<file path="src/rtl/quad_gate_tester_if.sv">
// rtl/quad_gate_tester_if.sv - pin bundle between the quad gate tester and the gate package
interface quad_gate_tester_if;
  logic       START;
  logic [3:0] A;
  logic [3:0] B;
  logic [3:0] Y;
  logic       BUSY;
  logic       DONE;
  logic       PASS;
  logic [3:0] FAIL_MASK;
  logic [3:0] VEC_IDX;

  modport master (
    input  START, Y,
    output A, B, BUSY, DONE, PASS, FAIL_MASK, VEC_IDX
  );

  modport slave (
    output START, Y,
    input  A, B, BUSY, DONE, PASS, FAIL_MASK, VEC_IDX
  );
endinterface

</file>
<file path="src/rtl/quad_gate_tester.sv">
// rtl/quad_gate_tester.sv - walks four 2-input gates through their truth table and flags mismatches
module quad_gate_tester #(
  parameter logic [3:0] TRUTH  = 4'b1000,
  parameter int         SETTLE = 2
) (
  input logic                CLK,
  input logic                RST,
  quad_gate_tester_if.master bus
);
  typedef enum logic [1:0] {ST_IDLE, ST_RUN, ST_DONE} state_t;

  localparam logic [3:0] LAST_CNT = 4'(SETTLE - 1);

  state_t     state;
  logic [3:0] a_q, b_q, fail_q, vec_q, cnt_q;
  logic       busy_q, done_q, pass_q;
  logic [3:0] mism;
  logic [3:0] next_vec;
  logic [3:0] next_a, next_b;

  // Only the gate under test is driven; v0..v3 are (A,B) = (1,1),(0,1),(1,0),(0,0).
  function automatic logic [7:0] stim(input logic [3:0] idx);
    logic [3:0] a, b;
    a = '0;
    b = '0;
    a[idx[3:2]] = ~idx[0];
    b[idx[3:2]] = ~idx[1];
    return {a, b};
  endfunction

  assign next_vec         = vec_q + 4'd1;
  assign {next_a, next_b} = stim(next_vec);

  // Mismatch is the default; an unknown Y bit never matches and so stays flagged.
  always_comb begin
    mism = 4'hF;
    for (int i = 0; i < 4; i++) begin
      if (bus.Y[i] == TRUTH[{a_q[i], b_q[i]}]) mism[i] = 1'b0;
    end
  end

  always_ff @(posedge CLK) begin
    if (RST) begin
      state  <= ST_IDLE;
      a_q    <= '0;
      b_q    <= '0;
      busy_q <= 1'b0;
      done_q <= 1'b0;
      pass_q <= 1'b0;
      fail_q <= '0;
      vec_q  <= '0;
      cnt_q  <= '0;
    end else begin
      case (state)
        ST_IDLE, ST_DONE: begin
          if (bus.START) begin
            state  <= ST_RUN;
            a_q    <= 4'b0001;
            b_q    <= 4'b0001;
            busy_q <= 1'b1;
            done_q <= 1'b0;
            pass_q <= 1'b0;
            fail_q <= '0;
            vec_q  <= '0;
            cnt_q  <= '0;
          end
        end
        ST_RUN: begin
          if (cnt_q == LAST_CNT) begin
            fail_q <= fail_q | mism;
            cnt_q  <= '0;
            if (vec_q == 4'hF) begin
              state  <= ST_DONE;
              a_q    <= '0;
              b_q    <= '0;
              busy_q <= 1'b0;
              done_q <= 1'b1;
              pass_q <= ((fail_q | mism) == 4'h0);
            end else begin
              vec_q <= next_vec;
              a_q   <= next_a;
              b_q   <= next_b;
            end
          end else begin
            cnt_q <= cnt_q + 4'd1;
          end
        end
        default: state <= ST_IDLE;
      endcase
    end
  end

  assign bus.A         = a_q;
  assign bus.B         = b_q;
  assign bus.BUSY      = busy_q;
  assign bus.DONE      = done_q;
  assign bus.PASS      = pass_q;
  assign bus.FAIL_MASK = fail_q;
  assign bus.VEC_IDX   = vec_q;
endmodule
</file>
<file path="src/flat_wrapper.sv">
// flat-port wrapper written by rule: the top's interface ports become plain ports
module quad_gate_tester_flat 
#(
  parameter logic [3:0] TRUTH  = 4'b1000,
  parameter int         SETTLE = 2
)
  (CLK, RST, bus_START, bus_Y, bus_A, bus_B, bus_BUSY, bus_DONE, bus_PASS, bus_FAIL_MASK, bus_VEC_IDX);
  quad_gate_tester_if bus_i ();
  input logic CLK;
  input logic RST;
  input wire logic [$bits(bus_i.START)-1:0] bus_START;
  input wire logic [$bits(bus_i.Y)-1:0] bus_Y;
  output wire logic [$bits(bus_i.A)-1:0] bus_A;
  output wire logic [$bits(bus_i.B)-1:0] bus_B;
  output wire logic [$bits(bus_i.BUSY)-1:0] bus_BUSY;
  output wire logic [$bits(bus_i.DONE)-1:0] bus_DONE;
  output wire logic [$bits(bus_i.PASS)-1:0] bus_PASS;
  output wire logic [$bits(bus_i.FAIL_MASK)-1:0] bus_FAIL_MASK;
  output wire logic [$bits(bus_i.VEC_IDX)-1:0] bus_VEC_IDX;
  assign bus_i.START = bus_START;
  assign bus_i.Y = bus_Y;
  assign bus_A = bus_i.A;
  assign bus_B = bus_i.B;
  assign bus_BUSY = bus_i.BUSY;
  assign bus_DONE = bus_i.DONE;
  assign bus_PASS = bus_i.PASS;
  assign bus_FAIL_MASK = bus_i.FAIL_MASK;
  assign bus_VEC_IDX = bus_i.VEC_IDX;
  quad_gate_tester #(.TRUTH(TRUTH), .SETTLE(SETTLE)) u_core (.CLK(CLK), .RST(RST), .bus(bus_i));
endmodule
</file>
<file path="config.mk">
export PLATFORM = sky130hd
export DESIGN_NAME = quad_gate_tester_flat
export DESIGN_NICKNAME = d
export VERILOG_FILES = /design/src/rtl/quad_gate_tester_if.sv /design/src/rtl/quad_gate_tester.sv /design/src/flat_wrapper.sv
export SDC_FILE = /design/constraint.sdc
export NUM_CORES = 1
export LEC_CHECK = 0
export BUFFER_PORTS_ARGS = -buffer_cell sky130_fd_sc_hd__buf_2
export CORE_MARGIN = 2
export CORE_UTILIZATION = 47
export CTS_CLUSTER_SIZE = 12
export DETAILED_ROUTE_END_ITERATION = 12
export GPL_TIMING_DRIVEN = 0
export PLACE_DENSITY = 0.8
export SYNTH_ARGS = -nofsm -noshare
export SYNTH_HDL_FRONTEND = slang
export SYNTH_SLANG_ARGS = --single-unit
</file>
<file path="constraint.sdc">
create_clock -name CLK -period 1.75 [get_ports CLK]
set_input_delay 0.35 -clock CLK [delete_from_list [all_inputs] [get_ports CLK]]
set_output_delay 0.35 -clock CLK [all_outputs]
set_load 0.05 [all_outputs]
</file>
== Word-level counts from Yosys, hierarchy flattened ==
Cells that the tools add are included.
Widths: inputs -> output; s select.

* Add/sub/neg operators: 2
* $lt $le $gt $ge: 6
* Equal/unequal tests: 12
* Multiplexer cells: 44
* Bitwise logic cells: 5
* Reduce and logical (&&, ||, !) cells: 10

{| class="wikitable"
|+ Operator list
! operator !! number
|-
| $mux 4 || 10
|-
| $pmux 4 s2 || 5
|-
| $mux 1 || 17
|-
| $lt 2x3->1 const B || 5
|-
| $add 4x1->4 const B || 2
|-
| $and 4x4->4 || 2
|-
| $bmux 1 s2 || 4
|-
| $reduce_and 4->1 || 2
|-
| $mux 2 || 3
|-
| $pmux 1 s2 || 3
|-
| $reduce_and 3->1 || 2
|-
| $eq 1x1->1 || 4
|-
| $eq 4x1->1 const B || 1
|-
| $eq 4x4->1 const B || 1
|-
| $logic_not 4->1 || 1
|-
| $ne 2x1->1 const B || 2
|-
| $ne 2x2->1 const B || 2
|-
| $or 4x4->4 || 1
|-
| $pmux 2 s2 || 1
|-
| $demux 1 s2 || 1
|-
| $eq 2x1->1 const B || 1
|-
| $eq 2x2->1 const B || 1
|-
| $ge 2x1->1 const B || 1
|-
| $logic_not 2->1 || 1
|-
| other kinds (5) || 6
|}

* Register bits: 25
* Word-level logic and storage cells: 88

== Logic depth before layout (Yosys ltp) ==
Gate-level depths: netlist of run 1.

* Depth after elaboration: 9
* Gate-level depth with buffers: 6
* Depth with buffers taken out: 6

== Worst setup path after synthesis of run 1 ==
No wires, ideal clock.

* Kind: reg-to-reg
* From: register u_core.vec_q[0], in the netlist u_core.bus.VEC_IDX[0]
* To: register u_core.a_q[1], in the netlist u_core.bus.A[1]
* Setup time: 0.063 ns
* Data arrival time: 1.981 ns
* Setup slack: -0.294 ns
* Stages on the path, launching flop included: 7
* Path through: dfxtp_1 -> ha_1 -> clkbuf_1 -> inv_1 -> or4_1 -> o41ai_1 -> a32o_1

* Longest elaborated chain between the ends: 9
* Elaborated cells on any way between the ends: 12
* Classes of those cells: add/sub: 1; order compare: 2; eq/ne: 1; mux: 5; bitwise: 2; reduce/logical: 1

{| class="wikitable"
|+ Ends and longest elaborated chain
! item !! RTL line !! text
|-
| from (decl) || quad_gate_tester.sv:15 || <nowiki>logic [3:0] a_q, b_q, fail_q, vec_q, cnt_q;</nowiki>
|-
| from (signal assigned) || quad_gate_tester.sv:80 || <nowiki>vec_q <= next_vec;</nowiki>
|-
| $add 4x1->4 || quad_gate_tester.sv:31 || <nowiki>assign next_vec = vec_q + 4'd1;</nowiki>
|-
| $lt 2x3->1 (implied by the code) or $ge 2x1->1 (tied branches) || quad_gate_tester.sv:26 || <nowiki>a[idx[3:2]] = ~idx[0];</nowiki>
|-
| $logic_and 1x1->1 (implied by the code) || quad_gate_tester.sv:26 ||
|-
| $mux 1 (implied by the code) || quad_gate_tester.sv:26 ||
|-
| $demux 1 s2 || n/a ||
|-
| $and 4x4->4 (no line) || n/a ||
|-
| $mux 4 * || quad_gate_tester.sv:72 || <nowiki>if (vec_q == 4'hF) begin</nowiki>
|-
| $mux 4 * || quad_gate_tester.sv:69 || <nowiki>if (cnt_q == LAST_CNT) begin</nowiki>
|-
| $pmux 4 s2 * || quad_gate_tester.sv:54 || <nowiki>case (state)</nowiki>
|-
| to (signal assigned) || quad_gate_tester.sv:81 || <nowiki>a_q <= next_a;</nowiki>
|-
| to (decl) || quad_gate_tester.sv:15 ||
|}

Mark *: on every way between the ends. The rest lies on a longest branch, timed or not. The select of a mux whose other input is x is not followed.
A chain may end at the register's enable or synchronous reset.

== Final worst setup path of run 1 ==
* From: register u_core.cnt_q[1]
* To: register u_core.a_q[0], in the netlist u_core.bus.A[0]

* Longest elaborated chain between the ends: 3

{| class="wikitable"
|+ Ends and longest elaborated chain
! item !! RTL line !! text
|-
| from (decl) || quad_gate_tester.sv:15 ||
|-
| from (signal assigned) || quad_gate_tester.sv:85 || <nowiki>cnt_q <= cnt_q + 4'd1;</nowiki>
|-
| $eq 4x1->1 || quad_gate_tester.sv:69 ||
|-
| $ne 2x1->1 (no line) || n/a ||
|-
| $reduce_and 3->1 (no line) || n/a ||
|}

No other way between the ends.

==> flow_metrics.py, run 1 <==
metrics = {
    "critical_path": {
        "critical_path_class": "register to register",
        "path_cells": "inv_1, ha_1, nor3b_4, nand2_4, or4_4, o22ai_2",
        "slowest_stage": "or4_4",
        "slowest_delay_ns": 0.51,
        "cp_max_fo": 4,
        "critPathArrivalTime_ns": 1.91,
        "crit_required_ns": 2.01,
        "cp-end-kind": "register",
        "startpoint_type": "register",
    },
    "cts": {
        "clock_path_buffers": 2,
        "cts_made_buffers": 3,
        "cts_tree": "yes",
        "clk_latency_ns": 0.33,
        "cts_num_sinks": 25,
        "htree_levels": 1,
        "root_buffer": "clkbuf_4",
        "path_clk_slew_ns": 0.13,
    },
    "floorplan": {
        "num_io_pins": 26,
        "die_area_mm2": 0.00300,
        "die_y_um": 54.7,
        "std_cell_rows": 18,
        "coreArea_mm2": 0.00245,
        "initial_core_util_pct": 49.3,
        "die_width_um": 54.7,
    },
    "hold_path": {
        "holdCritPathClass": "input port to register",
    },
    "yosys": {
        "ys.flop_type": "dfxtp_1",
        "synth_seq_cells": 25,
        "netlist.area_leader.share_pct": 41.4,
        "syn-cell-area_mm2": 0.00121,
        "netlist_instances": 144,
        "syn_avg_cell_area_um2": 8.40,
        "synth_warnings": 0,
        "synth_nets": 154,
        "yosysMostFrequentCell": "dfxtp_1",
        "async_reset_ff_share_pct": 0,
        "ys_types": 40,
        "synth_area_leaders": "dfxtp_1 (41%), a21oi_1 (5.0%), nor2_1 (4.3%), nand3_1 (4.1%), nand2_1 (4.0%)",
        "ys_seq_area_share_pct": 41.4,
        "synth_edf_count": 0,
        "yosys-top-cells-count": "dfxtp_1 (25), nor2_1 (14), nand2_1 (13)",
        "synth_top_area_cell": "dfxtp_1",
    },
    "detailed_routing": {
        "routed_wl_um": 2970,
        "vias_per_cell": 5.70,
        "drc": 0,
        "drtIter0Drc": 50,
        "ant_nets": 0,
        "dr.pass1.iters": 4,
        "num_vias": 1179,
        "avgRoutedWirePerCell_um": 14.4,
    },
    "sta": {
        "fin_crit_ns": 1.66,
        "hold_slack_ns": 0.340,
        "fin_crit_sh_pct": 94.8,
        "finClkSkew_ns": 0.0122,
        "slew_viol_final": 0,
        "tightest_slew_ns": 0.479,
        "finalSetupViolations": 0,
        "setup_ws_ns": 0.0919,
        "fmax_mhz": 603,
        "final-hold-violation-count": 0,
        "relSlewSlack_pct": 68.1,
        "timing.setup.tns_ns": 0,
    },
    "job": {
        "drv_cap": 0,
    },
    "outcome": {
        "status": "complete, no violations",
    },
    "power": {
        "power_w": 0.00103,
        "combPwrFrac_pct": 16.7,
        "seq_power_share_pct": 57.8,
        "swShare_pct": 29.7,
        "leakagePower_nw": 0.628,
        "power.density_mw_per_mm2": 698,
        "power.internal_w": 0.000727,
        "vdd_ir_drop_max_v": 0.000464,
        "clockPowerShare_pct": 25.6,
        "power_switching_w": 0.000308,
    },
    "grt": {
        "grt_overflow": 0,
        "track_usage_pct": 22.2,
        "antenna_found_initial": 0,
        "grt_first_pass_wirelength_um": 4770,
        "grt_start_max_net_pins": 15,
        "grt_pass1_vias": 1035,
    },
    "place": {
        "dp_slack_ns": -0.168,
        "gp_congestion": 0.807,
        "io_buffers": 25,
        "dp_hpwl_um": 2080,
    },
    "finish": {
        "final_nets": 188,
        "fin_util_pct": 60.4,
        "area_delta_synth_final_pct": 22.5,
        "drive_gt1_share_pct": 29.4,
        "antenna_cells": 0,
    },
}
[flip-flops by register name (all words and copies together) (netlist names)]
signal	flops
u_core.bus.A	4
u_core.bus.B	4
u_core.bus.FAIL_MASK	4
u_core.bus.VEC_IDX	4
u_core.cnt_q	4
u_core.state	2
u_core.bus.BUSY	1
u_core.bus.DONE	1
u_core.bus.PASS	1
[layer usage]
layer / share of wire, % / track usage (%) / vias up
met4: 3.0 / 12.5 / 0
li1: - / - / 587
met2: 47 / 33.7 / 42
met1: 44 / 30.3 / 541
met5: 0 / 0 / -
met3: 5.7 / 2.46 / 9
[through the flow]
step	cells	cell area, um2
after floorplan	144	1220
after detailed placement	199	1380
after global routing	207	1480
final	207	1480
after global placement	199	1380
after CTS	205	1440
[critical path, delay by kind of cell, from the launching register on]
kind	cells	cell delay, ns
adders and majority gates	1	0.14
buffers and inverters	1	0.07
and+or+nand+nor	3	0.87
AOI/OAI and AO/OA	1	0.16
DFF	1	0.36
[cell usage in the layout (no fill, tap or decap), drive strengths merged, types with 3 or more instances in the layout]
| cell | Yosys | routed |
|---|---|---|
| buf | 2 | 32 |
| dfxtp | 25 | 25 |
| nor2 | 14 | 14 |
| nand2 | 14 | 14 |
| a21oi | 12 | 12 |
| nand3 | 10 | 10 |
| clkbuf | 5 | 7 |
| inv | 6 | 6 |
| o31ai | 4 | 4 |
| a31oi | 3 | 3 |
| nor3 | 3 | 3 |
| and3 | 3 | 3 |
| ha | 3 | 3 |
[layout make-up]
cell class              count  area, um2
fillers                   221        972
multi-input cells         106        694
flip-flops and latches     25        513
repair buffers             30        163
well taps                  30       37.5
plain buffers               6       25.0
clock buffers               3       22.5
inverters                   6       22.5
clock inverters             1       5.00
[power groups by stage]
stage / Sequential, W / Clock, W / Combinational, W
finish: 0.000598 / 0.000264 / 0.000172
global route: 0.000600 / 0.000292 / 0.000186
CTS: 0.000597 / 0.000277 / 0.000160
detailed placement: 0.000608 / 0 / 0.000148
global placement: 0.000607 / 0 / 0.000145
floorplan: 0.000642 / 0 / 0.0000724
[final timing paths]
| check | from | to | slack [ns] | depth (start not counted) |
|---|---|---|---|---|
| hold reg to reg | u_core.bus.DONE$_SDFFE_PP0P_ | u_core.bus.DONE$_SDFFE_PP0P_ | 0.46 | 2 |
| setup / recovery | u_core.cnt_q[1]$_SDFFE_PP0P_ | u_core.bus.A[0]$_SDFFE_PP0P_ | 0.09 | 6 |
| hold / removal | bus_START | u_core.state[1]$_SDFFE_PP0P_ | 0.34 | 4 |
| setup reg to reg | u_core.cnt_q[1]$_SDFFE_PP0P_ | u_core.bus.A[0]$_SDFFE_PP0P_ | 0.09 | 6 |
[cells by family after synthesis]
logic type	after synthesis	share of synthesized area [%]
flip-flops	25	41.4
buffers and inverters	13	4.24
AND/OR/NAND/NOR	59	25.5
AO/OA/AOI/OAI	37	20.2
XOR/XNOR	4	2.90
multiplexers	3	2.69
adder cells (fa/ha/maj)	3	3.10
[repair_timing]
item | 4_1_cts | 5_1_grt
setup buffers | 3 | 2
hold buffers | 0 | 0
pin swaps | 0 | 1
setup endpoints to repair | 10 | 13
gates resized for setup | 3 | 8
(Power assumes the default switching activity.)
==> run 2, diff against run 1 <==
--- a/config.mk
+++ b/config.mk
@@ -11,7 +11,7 @@
 export CTS_CLUSTER_SIZE = 12
 export DETAILED_ROUTE_END_ITERATION = 12
 export GPL_TIMING_DRIVEN = 0
-export PLACE_DENSITY = 0.8
+export PLACE_DENSITY = 0.73
 export SYNTH_ARGS = -nofsm -noshare
 export SYNTH_HDL_FRONTEND = slang
 export SYNTH_SLANG_ARGS = --single-unit
==> flow_metrics.py, run 2 (synthesis gave the netlist of run 1 again) <==
metrics = {
    "detailed_routing": {
        "routed_wl_um": 2900,
        "ant_nets": 0,
        "num_vias": 1198,
        "drc": 0,
        "vias_per_cell": 5.76,
        "dr.pass1.iters": 4,
        "drtIter0Drc": 26,
        "avgRoutedWirePerCell_um": 13.9,
    },
    "grt": {
        "grt_start_max_net_pins": 15,
        "grt_pass1_vias": 994,
        "grt_first_pass_wirelength_um": 4370,
        "grt_overflow": 0,
        "antenna_found_initial": 0,
        "track_usage_pct": 21.0,
    },
    "power": {
        "power.internal_w": 0.000728,
        "combPwrFrac_pct": 16.5,
        "power_switching_w": 0.000315,
        "power_w": 0.00104,
        "clockPowerShare_pct": 26.3,
        "swShare_pct": 30.2,
        "vdd_ir_drop_max_v": 0.000568,
        "leakagePower_nw": 0.632,
        "seq_power_share_pct": 57.2,
        "power.density_mw_per_mm2": 703,
    },
    "finish": {
        "fin_cells": 208,
        "antenna_cells": 0,
        "final_common_cell": "buf_2",
        "final_nets": 189,
        "drive_gt1_share_pct": 28.7,
        "n_fill_cell": 216,
        "area_delta_synth_final_pct": 22.5,
        "final_cell_mix": "buf_2 (27), dfxtp_1 (20), nor2_1 (14)",
    },
    "critical_path": {
        "path_cells": "inv_1, ha_1, nor3b_4, nand2_4, or4_4, o22ai_1",
        "slowest_stage": "or4_4",
        "startpoint_type": "register",
        "critPathArrivalTime_ns": 1.93,
        "critPathBufInv": 1,
        "crit_family": "simple AND/OR/NAND/NOR gates",
        "cp_max_fo": 5,
        "cp-end-kind": "register",
        "crit_required_ns": 2.01,
        "slowest_delay_ns": 0.50,
        "critical_path_class": "register to register",
    },
    "outcome": {
        "status": "complete, no violations",
    },
    "cts": {
        "clock_path_buffers": 2,
        "cts_num_sinks": 25,
        "hold_buffers": 0,
        "root_buffer": "clkbuf_4",
        "path_clk_slew_ns": 0.15,
        "cts_tree": "yes",
        "clk_latency_ns": 0.34,
        "htree_levels": 1,
        "cts_made_buffers": 3,
    },
    "sta": {
        "finalSetupViolations": 0,
        "timing.setup.tns_ns": 0,
        "final-hold-violation-count": 0,
        "rsz0062_at_grt": "false",
        "fin_crit_sh_pct": 95.4,
        "setup_ws_ns": 0.0805,
        "tightest_slew_ns": 0.472,
        "finClkSkew_ns": 0.0177,
        "fmax_mhz": 599,
        "slew_viol_final": 0,
        "hold_slack_ns": 0.336,
        "relSlewSlack_pct": 68.5,
        "fin_crit_ns": 1.67,
    },
    "floorplan": {
        "die_width_um": 54.7,
        "initial_core_util_pct": 49.3,
        "std_cell_rows": 18,
        "die_y_um": 54.7,
        "die_area_mm2": 0.00300,
        "coreArea_mm2": 0.00245,
        "num_io_pins": 26,
    },
    "place": {
        "dp_slack_ns": -0.165,
        "io_buffers": 25,
        "gp_congestion": 0.771,
        "dp_cells": 199,
        "dp_hpwl_um": 2040,
    },
    "job": {
        "drv_cap": 0,
    },
    "hold_path": {
        "holdCritPathClass": "input port to register",
    },
}
## run 2: changes by cell type in the layout (fill, tap and decap cells not counted), sizes merged
| cell | delta |
|---|---|
| buf | +1 |
## run 2: metrics by stage
stage / util (%) / cell area, um2
global placement: 56.3 / 1380
finish: 60.4 / 1480
CTS: 58.9 / 1450
floorplan: - / 1220
global route: 60.4 / 1480
detailed placement: 56.3 / 1380
## run 2: final timing paths
| check | from | endpoint | slack (ns) | cells past startpoint |
|---|---|---|---|---|
| min | bus_Y[3] | u_core.bus.PASS$_SDFFE_PP0P_ | 0.34 | 4 |
| max reg2reg | u_core.cnt_q[1]$_SDFFE_PP0P_ | u_core.bus.A[0]$_SDFFE_PP0P_ | 0.08 | 6 |
| min reg2reg | u_core.bus.PASS$_SDFFE_PP0P_ | u_core.bus.PASS$_SDFFE_PP0P_ | 0.47 | 2 |
| max | u_core.cnt_q[1]$_SDFFE_PP0P_ | u_core.bus.A[0]$_SDFFE_PP0P_ | 0.08 | 6 |
## run 2: final cells by class
type                            instances  area [um2]  share of cell area (%)
Multi-Input combinational cell        106         688                    46.4
Sequential cell                        25         512                    34.5
Timing Repair Buffer                   31         170                    11.5
Tap cell                               30        37.5                    2.53
Buffer                                  6        25.0                    1.69
Clock buffer                            3        22.5                    1.52
Inverter                                6        22.5                    1.52
Clock inverter                          1        5.00                   0.338
## run 2: metal layers
layer / part of all wire, % / global-route usage, % / vias up
li1: - / - / 586
met1: 44 / 26.3 / 565
met2: 47 / 33.3 / 42
met3: 6.6 / 3.28 / 5
met4: 2.1 / 12.9 / 0
met5: 0 / 0 / -
## run 2: worst min-delay path, cell delays in order
cell and delay, ns:
buf_2 0.08, xor2_1 0.08, nand3_1 0.08, o31ai_1 0.07
## run 2: power groups by stage
stage          combinational, W  clock [W]  sequential, W
4_1_cts                0.000160   0.000279       0.000596
5_1_grt                0.000187   0.000294       0.000599
6_report               0.000172   0.000275       0.000596
3_3_place_gp           0.000146          0       0.000607
3_5_place_dp           0.000148          0       0.000608
2_1_floorplan         0.0000724          0       0.000642
## run 2: what timing repair did
action / in CTS / in global routing
buffers inserted: 4 / 2
pin swaps: 1 / 0
resized for setup: 3 / 6
setup endpoints to repair: 10 / 12
